--- src/rtl/alarm_tone_gen.sv ---
// Alarm sounder: beep bursts, continuous tone or slow square wave,
// started by the rising edge of the chronometer's count-finished flag.
module alarm_tone_gen #(
    parameter int   TONE_HALF    = 25000,
    parameter int   BEEP_ON_CYC  = 25000000,
    parameter int   BEEP_OFF_CYC = 25000000,
    parameter int   SLOW_HALF    = 25000000,
    parameter int   CNT_W        = 25,
    parameter logic IDLE_LEVEL   = 1'b0
) (
    input  logic       CLK_NexYs,
    input  logic       RST,
    input  logic       trigger,
    input  logic       stop,
    input  logic [1:0] mode,
    input  logic [5:0] num_beeps,
    output logic       audio_out,
    output logic       busy,
    output logic       done
);

    typedef enum logic [2:0] {
        IDLE,
        ON,
        OFF,
        TONE,
        SLOW
    } state_t;

    localparam logic [CNT_W-1:0] ONE       = CNT_W'(1);
    localparam logic [CNT_W-1:0] TONE_LAST = CNT_W'(TONE_HALF - 1);
    localparam logic [CNT_W-1:0] ON_LAST   = CNT_W'(BEEP_ON_CYC - 1);
    localparam logic [CNT_W-1:0] OFF_LAST  = CNT_W'(BEEP_OFF_CYC - 1);
    localparam logic [CNT_W-1:0] SLOW_LAST = CNT_W'(SLOW_HALF - 1);

    state_t           state_q;
    logic             trig_q;
    logic [5:0]       num_q;
    logic [CNT_W-1:0] phase_cnt;
    logic [CNT_W-1:0] tone_cnt;
    logic [6:0]       beep_cnt;

    logic       start;
    logic       tone_wrap;
    logic       on_end;
    logic       off_end;
    logic       slow_end;
    logic [6:0] beep_next;
    logic       last_beep;
    logic       last_half;

    assign start     = trigger && !trig_q;
    assign tone_wrap = (tone_cnt == TONE_LAST);
    assign on_end    = (phase_cnt == ON_LAST);
    assign off_end   = (phase_cnt == OFF_LAST);
    assign slow_end  = (phase_cnt == SLOW_LAST);
    assign beep_next = beep_cnt + 7'd1;
    assign last_beep = (beep_next == {1'b0, num_q});
    // Slow mode counts half-periods, so compare against twice the count.
    assign last_half = (beep_next == {num_q, 1'b0});

    always_ff @(posedge CLK_NexYs or posedge RST) begin
        if (RST) begin
            state_q   <= IDLE;
            trig_q    <= 1'b0;
            num_q     <= '0;
            phase_cnt <= '0;
            tone_cnt  <= '0;
            beep_cnt  <= '0;
            audio_out <= IDLE_LEVEL;
            busy      <= 1'b0;
            done      <= 1'b0;
        end else begin
            trig_q <= trigger;
            done   <= 1'b0;
            if (stop) begin
                state_q   <= IDLE;
                phase_cnt <= '0;
                tone_cnt  <= '0;
                beep_cnt  <= '0;
                audio_out <= IDLE_LEVEL;
                busy      <= 1'b0;
            end else begin
                unique case (state_q)
                    IDLE: begin
                        if (start) begin
                            num_q     <= num_beeps;
                            phase_cnt <= '0;
                            tone_cnt  <= '0;
                            beep_cnt  <= '0;
                            if (mode == 2'b01) begin
                                state_q   <= TONE;
                                busy      <= 1'b1;
                                audio_out <= ~IDLE_LEVEL;
                            end else if (num_beeps == 6'd0) begin
                                done <= 1'b1;
                            end else if (mode == 2'b10) begin
                                state_q   <= SLOW;
                                busy      <= 1'b1;
                                audio_out <= ~IDLE_LEVEL;
                            end else begin
                                state_q   <= ON;
                                busy      <= 1'b1;
                                audio_out <= ~IDLE_LEVEL;
                            end
                        end
                    end
                    ON: begin
                        tone_cnt <= tone_wrap ? '0 : tone_cnt + ONE;
                        if (tone_wrap) begin
                            audio_out <= ~audio_out;
                        end
                        if (on_end) begin
                            phase_cnt <= '0;
                            tone_cnt  <= '0;
                            beep_cnt  <= beep_next;
                            audio_out <= IDLE_LEVEL;
                            if (last_beep) begin
                                state_q  <= IDLE;
                                busy     <= 1'b0;
                                done     <= 1'b1;
                                beep_cnt <= '0;
                            end else begin
                                state_q <= OFF;
                            end
                        end else begin
                            phase_cnt <= phase_cnt + ONE;
                        end
                    end
                    OFF: begin
                        if (off_end) begin
                            phase_cnt <= '0;
                            tone_cnt  <= '0;
                            state_q   <= ON;
                            audio_out <= ~IDLE_LEVEL;
                        end else begin
                            phase_cnt <= phase_cnt + ONE;
                        end
                    end
                    TONE: begin
                        tone_cnt <= tone_wrap ? '0 : tone_cnt + ONE;
                        if (tone_wrap) begin
                            audio_out <= ~audio_out;
                        end
                    end
                    SLOW: begin
                        if (slow_end) begin
                            phase_cnt <= '0;
                            if (last_half) begin
                                state_q   <= IDLE;
                                busy      <= 1'b0;
                                done      <= 1'b1;
                                beep_cnt  <= '0;
                                audio_out <= IDLE_LEVEL;
                            end else begin
                                beep_cnt  <= beep_next;
                                audio_out <= ~audio_out;
                            end
                        end else begin
                            phase_cnt <= phase_cnt + ONE;
                        end
                    end
                    default: begin
                        state_q   <= IDLE;
                        busy      <= 1'b0;
                        audio_out <= IDLE_LEVEL;
                    end
                endcase
            end
        end
    end

endmodule
--- config.mk ---
export PLATFORM = sky130hd
export DESIGN_NAME = alarm_tone_gen
export DESIGN_NICKNAME = d
export VERILOG_FILES = /design/src/rtl/alarm_tone_gen.sv
export SDC_FILE = /design/constraint.sdc
export NUM_CORES = 1
export LEC_CHECK = 0
export ABC_AREA = 1
export ABC_CLOCK_PERIOD_IN_PS = 3300
export CAP_MARGIN = 25
export CELL_PAD_IN_SITES_DETAIL_PLACEMENT = 1
export CELL_PAD_IN_SITES_GLOBAL_PLACEMENT = 1
export CORE_MARGIN = 4
export CORE_UTILIZATION = 40
export DETAILED_ROUTE_END_ITERATION = 8
export PLACE_DENSITY_LB_ADDON = 0.1
export SYNTH_ARGS = -nofsm -noshare
export SYNTH_HDL_FRONTEND = slang
export SYNTH_SLANG_ARGS = --single-unit
export TNS_END_PERCENT = 30
--- constraint.sdc ---
create_clock -name CLK_NexYs -period 3.3 [get_ports CLK_NexYs]
set_clock_uncertainty 0.1 [all_clocks]
set_input_delay 0.66 -clock CLK_NexYs [delete_from_list [all_inputs] [get_ports CLK_NexYs]]
set_output_delay 0.66 -clock CLK_NexYs [all_outputs]
set_load 0.02 [all_outputs]
==> metrics.md, run 1 <==
| Metric | Value |
|---|---|
| Critical hold path startpoint | `busy$_DFFE_PP0P_` |
| Clock power frac | `30.6%` |
| Final instance area | `0.00564 sq mm` |
| Non-Filler Instances | `936` |
| Relative slew margins | `43.1%` |
| Logic pwr share | `37.2%` |
| # IOs | `15` |
| Design Power | `3.25 mW` |
| Post-DP HPWL | `12400 microns` |
| WHS | `0.393 ns` |
| Slew @ Worst Pin | `0.846 ns` |
| Routed len/inst | `16.9 microns` |
| Vias per cell | `5.37` |
| Number of flops mapped to enable cells by yosys | `0` |
| Final period util | `77.9%` |
| List of most frequent post-synthesis cells | `185 x nand2_1, 96 x nor2_1, 90 x inv_1` |
| Placed cells | `920` |
| FF-to-FF End | `tone_cnt[13]$_DFFE_PP0P_` |
| RSZ-0062 raised after global routing | `false` |
| Row cnt | `40` |
| Setup TNS | `0 ns` |
| DRC viols | `0` |
| Routed WL | `15800 microns` |
| Most common cell in the synthesized netlist | `nand2_1` |
| R2R cell count | `13` |
| Final ANT Viol Nets | `0` |
| Final setup violation count | `0` |
| Area post-placement | `0.00534 sq mm` |
| Die area | `0.0144 sq mm` |
| Fillers | `1615` |
| Mapped cell area | `0.00502 sq mm` |
| Vias | `5029` |
| Share of layout cells above drive strength 1 | `8.72%` |
| Worst EP required | `3.44 ns` |
| FF-to-FF Start | `phase_cnt[0]$_DFFE_PP0P_` |
| First-pass GRT wire length | `26900 microns` |
| Crit path DAT | `2.71 ns` |
| Final hold viol count | `0` |
| Net switching power | `1.39 mW` |
| Slew Viols, Final | `0` |
| Synthesized area per cell | `6.73 sq um` |
| Worst-path clk slew | `0.06 ns` |
| Power density over the cells | `577 mW/mm^2` |
| Fmax | `389 MHz` |
| Drt initial violations | `301` |
| Area share of the largest cell type after synthesis | `34.9%` |
| Ys flop type | `dfrtp_1` |
| Clock buffer depth | `2` |
| Cell Int Power | `1.86 mW` |
| Ys Warns | `0` |
| Max H-tree Level | `3` |
| Clk sinks | `70` |
| Largest cells by area after synthesis | `dfrtp_1 35%, nand2_1 14%, nand3_1 7.3%` |
| Hold-fix buffers, CTS | `0` |
| Pre-CTS WS | `0.419 ns` |
| Skew-Pair Late Insertion Delay | `0.35 ns` |
| Worst Hold Class | `register to register` |
| Switching share of power | `42.8%` |
| Reg2reg setup slack | `0.73 ns` |
| Max-Cap Viols | `0` |
| Worst Hold Depth | `2` |
| Tmin final | `2.57 ns` |
| Initial Utilization | `41.3%` |
| Core footprint | `0.0122 sq mm` |
| Clk root buf | `clkbuf_16` |
| Crit start category | `register` |
| Diode count | `0` |
| Final worst slack | `0.728 ns` |
| Num CTS Buffers | `9` |
| Synth async-reset ratio | `100%` |
| Die X | `120 microns` |
| Overall die height | `120 microns` |
| RePlAce Congestion | `0.886` |
| Cells after synthesis | `746` |
| Gr ovfl total | `0` |
| Setup Fix Bufs, Post-CTS | `0` |
| Synth cell types | `44` |
| Max FO, Critical Path | `22` |
| Kind of critical path | `register to register` |
| Hold Path End | `busy$_DFFE_PP0P_` |
| Status | `completed` |
| CTS tree | `built` |
| Initial antenna violation count | `0` |
| Seq/Total Area, Yosys | `34.9%` |
| Pleak | `2.49 nW` |
| Flop pwr share | `32.2%` |
| Number of global-route vias before repair | `5228` |
| Fin util | `46.4%` |
| Pre-Repair DR Iteration Count | `4` |
| Post-cts resize count | `0` |
| Nets | `778` |
| Critical path endpoint category | `register` |
| Layout area overhead | `12.3%` |
| Max VDD drop | `0.252 mV` |
| All-Layer GR Usage | `23.3%` |
| PortBufs | `14` |
| Syn_nets | `761` |
| Largest net degree at the start of global routing | `53` |
| Post-synth top area cell | `dfrtp_1` |
| #FFs+latches synth | `70` |
[metal layers]
metal | wire (microns) | track usage, % | up-vias | part of all wire [%]
met5 | 0 | 0 | - | 0
met1 | 7290 | 30.4 | 2448 | 46
met4 | 323 | 7.80 | 0 | 2.0
met3 | 415 | 3.06 | 20 | 2.6
li1 | - | - | 2509 | -
met2 | 7780 | 39.8 | 52 | 49
[logic make-up (layout without fill, tap and decap cells)]
logic type | Yosys count | after routing | share of synthesized area, %
AOI/OAI and AO/OA | 88 | 88 | 9.72
xor gates and xnor gates | 16 | 16 | 2.79
adders and majority gates | 3 | 3 | 0.747
buffers and inverters | 115 | 137 | 9.22
DFF | 70 | 70 | 34.9
muxes | 1 | 1 | 0.224
and+or+nand+nor | 453 | 453 | 42.4
[power groups by stage]
stage / registers [mW] / logic, mW / clock network [mW]
2_1_floorplan: 1.04 / 0.904 / 0
6_report: 1.05 / 1.21 / 0.995
3_3_place_gp: 1.06 / 1.18 / 0
4_1_cts: 1.05 / 1.22 / 1.02
5_1_grt: 1.06 / 1.36 / 1.06
3_5_place_dp: 1.06 / 1.21 / 0
[worst max-delay path, cell delays in order, from the launching register on]
cell and delay, ns:
dfrtp_1 0.43, ha_1 0.25, inv_1 0.17, nor2_8 0.07, nand3_2 0.07, nor2_2 0.06, nand2_2 0.23, nand2_2 0.18
o21ai_2 0.35, inv_2 0.27, nand3_1 0.13, nand2_1 0.05, nand2_1 0.05, inv_1 0.03
[layout make-up]
type / instances / area, sq um / share of cell area (%)
Sequential cell: 70 / 1750 / 31.1
Timing Repair Buffer: 18 / 183 / 3.24
Clock inverter: 7 / 72.6 / 1.29
Inverter: 103 / 389 / 6.90
Clock buffer: 9 / 225 / 3.99
Tap cell: 168 / 210 / 3.73
Multi-Input combinational cell: 561 / 2810 / 49.8
[flip-flops by register name, indices dropped and copies added (netlist names)]
| register | count |
|---|---|
| trig_q | 1 |
| done | 1 |
| busy | 1 |
| audio_out | 1 |
| state_q | 3 |
| num_q | 6 |
| phase_cnt | 25 |
| tone_cnt | 25 |
| beep_cnt | 7 |
[layout by cell type (no fill, tap or decap), types with 4 or more instances in the layout]
cell | netlist | final
nand2_1 | 185 | 185
nor2_4 | 4 | 4
clkdlybuf4s50_1 | 0 | 14
nand3_1 | 73 | 73
xor2_1 | 15 | 15
nand2_2 | 5 | 5
nand3_2 | 4 | 4
o22ai_1 | 4 | 4
o21ai_1 | 22 | 22
clkbuf_16 | 0 | 9
a21oi_1 | 24 | 24
nor2_1 | 96 | 96
o21ai_0 | 25 | 25
inv_1 | 90 | 89
inv_2 | 12 | 13
nor2_2 | 6 | 6
nor4_1 | 5 | 5
nand4_1 | 38 | 38
nor3_1 | 22 | 22
dfrtp_1 | 70 | 70
[how the worst max path moves through the flow]
| stage | cells past startpoint | from | to | slack (ns) |
|---|---|---|---|---|
| after global placement | 9 | stop | phase_cnt[16]$_DFFE_PP0P_ | 0.54 |
| after detailed placement | 10 | stop | phase_cnt[16]$_DFFE_PP0P_ | 0.42 |
| final | 13 | phase_cnt[0]$_DFFE_PP0P_ | tone_cnt[13]$_DFFE_PP0P_ | 0.73 |
| after CTS | 13 | phase_cnt[0]$_DFFE_PP0P_ | tone_cnt[13]$_DFFE_PP0P_ | 0.72 |
| after floorplan | 1 | RST | audio_out$_DFFE_PP0P_ | 0.77 |
| after global routing | 13 | phase_cnt[0]$_DFFE_PP0P_ | tone_cnt[13]$_DFFE_PP0P_ | 0.53 |
Power figures use the tool's default switching activity.
==> inputs of run 2 (changes only) <==
--- a/config.mk
+++ b/config.mk
@@ -6,7 +6,7 @@
 export NUM_CORES = 1
 export LEC_CHECK = 0
 export ABC_AREA = 1
-export ABC_CLOCK_PERIOD_IN_PS = 3300
+export ABC_CLOCK_PERIOD_IN_PS = 2250
 export CAP_MARGIN = 25
 export CELL_PAD_IN_SITES_DETAIL_PLACEMENT = 1
 export CELL_PAD_IN_SITES_GLOBAL_PLACEMENT = 1
==> constraint.sdc (replaced) <==
create_clock -name CLK_NexYs -period 2.25 [get_ports CLK_NexYs]
set_clock_uncertainty 0.1 [all_clocks]
set_input_delay 0.45 -clock CLK_NexYs [delete_from_list [all_inputs] [get_ports CLK_NexYs]]
set_output_delay 0.45 -clock CLK_NexYs [all_outputs]
set_load 0.02 [all_outputs]
==> metrics.md, run 2 (same netlist as run 1, synthesis figures left out) <==
| Metric | Value |
|---|---|
| Post-cts resize count | `0` |
| Relative slew margins | `67.6%` |
| Critical path endpoint category | `register` |
| Status | `completed` |
| Share of layout cells above drive strength 1 | `14.7%` |
| Final worst slack | `0.108 ns` |
| # IOs | `15` |
| Die area | `0.0144 sq mm` |
| Hold-fix buffers, CTS | `0` |
| Worst Hold Class | `input pin to asynchronous set/reset pin` |
| Final ANT Viol Nets | `0` |
| Routed WL | `17500 microns` |
| PortBufs | `14` |
| Commonest non-fill, non-tap cell in the layout | `nand2_1` |
| CTS tree | `built` |
| Worst-path clk slew | `0.06 ns` |
| Clock buffer depth | `2` |
| Nets | `814` |
| Layout area overhead | `19.8%` |
| Max FO, Critical Path | `6` |
| Clk root buf | `clkbuf_16` |
| All-Layer GR Usage | `25.4%` |
| Clk sinks | `70` |
| Commonest cells after routing, fill and taps aside | `177 x nand2_1, 92 x nor2_1, 88 x inv_1` |
| Initial Utilization | `41.3%` |
| Fmax | `467 MHz` |
| Crit start category | `register` |
| Placed cells | `955` |
| FF/Latch Area | `0.00175 sq mm` |
| Vias | `5280` |
| Final period util | `95.2%` |
| Pre-CTS WS | `-0.0334 ns` |
| RePlAce Congestion | `0.918` |
| Slew @ Worst Pin | `0.485 ns` |
| Core footprint | `0.0122 sq mm` |
| First-pass GRT wire length | `29100 microns` |
| Routed len/inst | `18.0 microns` |
| Die X | `120 microns` |
| Pre-Repair DR Iteration Count | `4` |
| Fillers | `1581` |
| Number of global-route vias before repair | `5752` |
| Num CTS Buffers | `9` |
| Largest registers | `phase_cnt (25), tone_cnt (25), beep_cnt (7)` |
| Pleak | `2.72 nW` |
| Worst EP required | `2.37 ns` |
| Row cnt | `40` |
| Vias per cell | `5.43` |
| Post-DP HPWL | `13600 microns` |
| Gr ovfl total | `0` |
| Final hold viol count | `0` |
| Setup Fix Bufs, Post-CTS | `0` |
| Max VDD drop | `0.472 mV` |
| Overall die height | `120 microns` |
| Design Power | `5.20 mW` |
| Max-Cap Viols | `0` |
| Non-Filler Instances | `972` |
| Final setup violation count | `0` |
| DRC viols | `0` |
| Power density over the cells | `864 mW/mm^2` |
| Slew Viols, Final | `0` |
| Drt initial violations | `402` |
| Max H-tree Level | `3` |
| Kind of critical path | `register to register` |
| Diode count | `0` |
| Initial antenna violation count | `0` |
| Largest net degree at the start of global routing | `30` |
| Area of the multi-input gates | `0.00289 sq mm` |
| Crit path DAT | `2.27 ns` |
| Tmin final | `2.14 ns` |
| Skew-Pair Late Insertion Delay | `0.35 ns` |
run 2: area by class of cell:
type | instances | area share (%)
Tap cell | 168 | 3.49
Clock inverter | 3 | 0.416
Inverter | 103 | 6.53
Clock buffer | 13 | 4.66
Multi-Input combinational cell | 562 | 48.0
Sequential cell | 70 | 29.1
Timing Repair Buffer | 53 | 7.82
run 2: metal layers:
| metal | GRT usage, % | up-vias | share of wire [%] |
|---|---|---|---|
| met5 | 0 | - | 0 |
| met4 | 6.80 | 0 | 1.7 |
| met3 | 4.90 | 23 | 2.5 |
| met2 | 44.6 | 68 | 51 |
| met1 | 31.7 | 2626 | 45 |
| li1 | - | 2563 | - |
run 2: power breakdown:
part	internal [mW]	switching, mW	leakage [nW]
Sequential	1.38	0.120	0.952
Clock	0.873	0.596	0.148
Combinational	0.749	1.48	1.62
run 2: path summary, 6_finish.rpt:
path	to	slack (ns)	cells after the start	from
max	tone_cnt[5]$_DFFE_PP0P_	0.11	10	phase_cnt[21]$_DFFE_PP0P_
min	phase_cnt[15]$_DFFE_PP0P_	0.37	2	RST
max reg2reg	tone_cnt[5]$_DFFE_PP0P_	0.11	10	phase_cnt[21]$_DFFE_PP0P_
min reg2reg	busy$_DFFE_PP0P_	0.39	2	busy$_DFFE_PP0P_
max in group asynchronous	phase_cnt[4]$_DFFE_PP0P_	1.17	3	RST
min in group CLK_NexYs	busy$_DFFE_PP0P_	0.39	2	busy$_DFFE_PP0P_
run 2: critical path, stage by stage, from the launching register on:
cell,delay (ns)
dfrtp_1,0.43
nand2_1,0.15
nor2_1,0.23
nand2_1,0.09
nor2_1,0.12
nand4_1,0.25
nand2_1,0.21
nor2_4,0.08
buf_4,0.16
o2111ai_1,0.08
o21ai_1,0.10
run 2: per-stage QoR:
step / utilization, % / cell area [sq um] / hold slack, ns / setup TNS [ns]
after floorplan: - / 5030 / 0.381 / 0
after global placement: 46.3 / 5630 / 0.386 / 0
after detailed placement: 46.3 / 5630 / 0.377 / -0.0424
after CTS: 48.8 / 5940 / 0.388 / 0
after global routing: 49.5 / 6020 / 0.414 / -0.00164
final: 49.5 / 6020 / 0.373 / 0
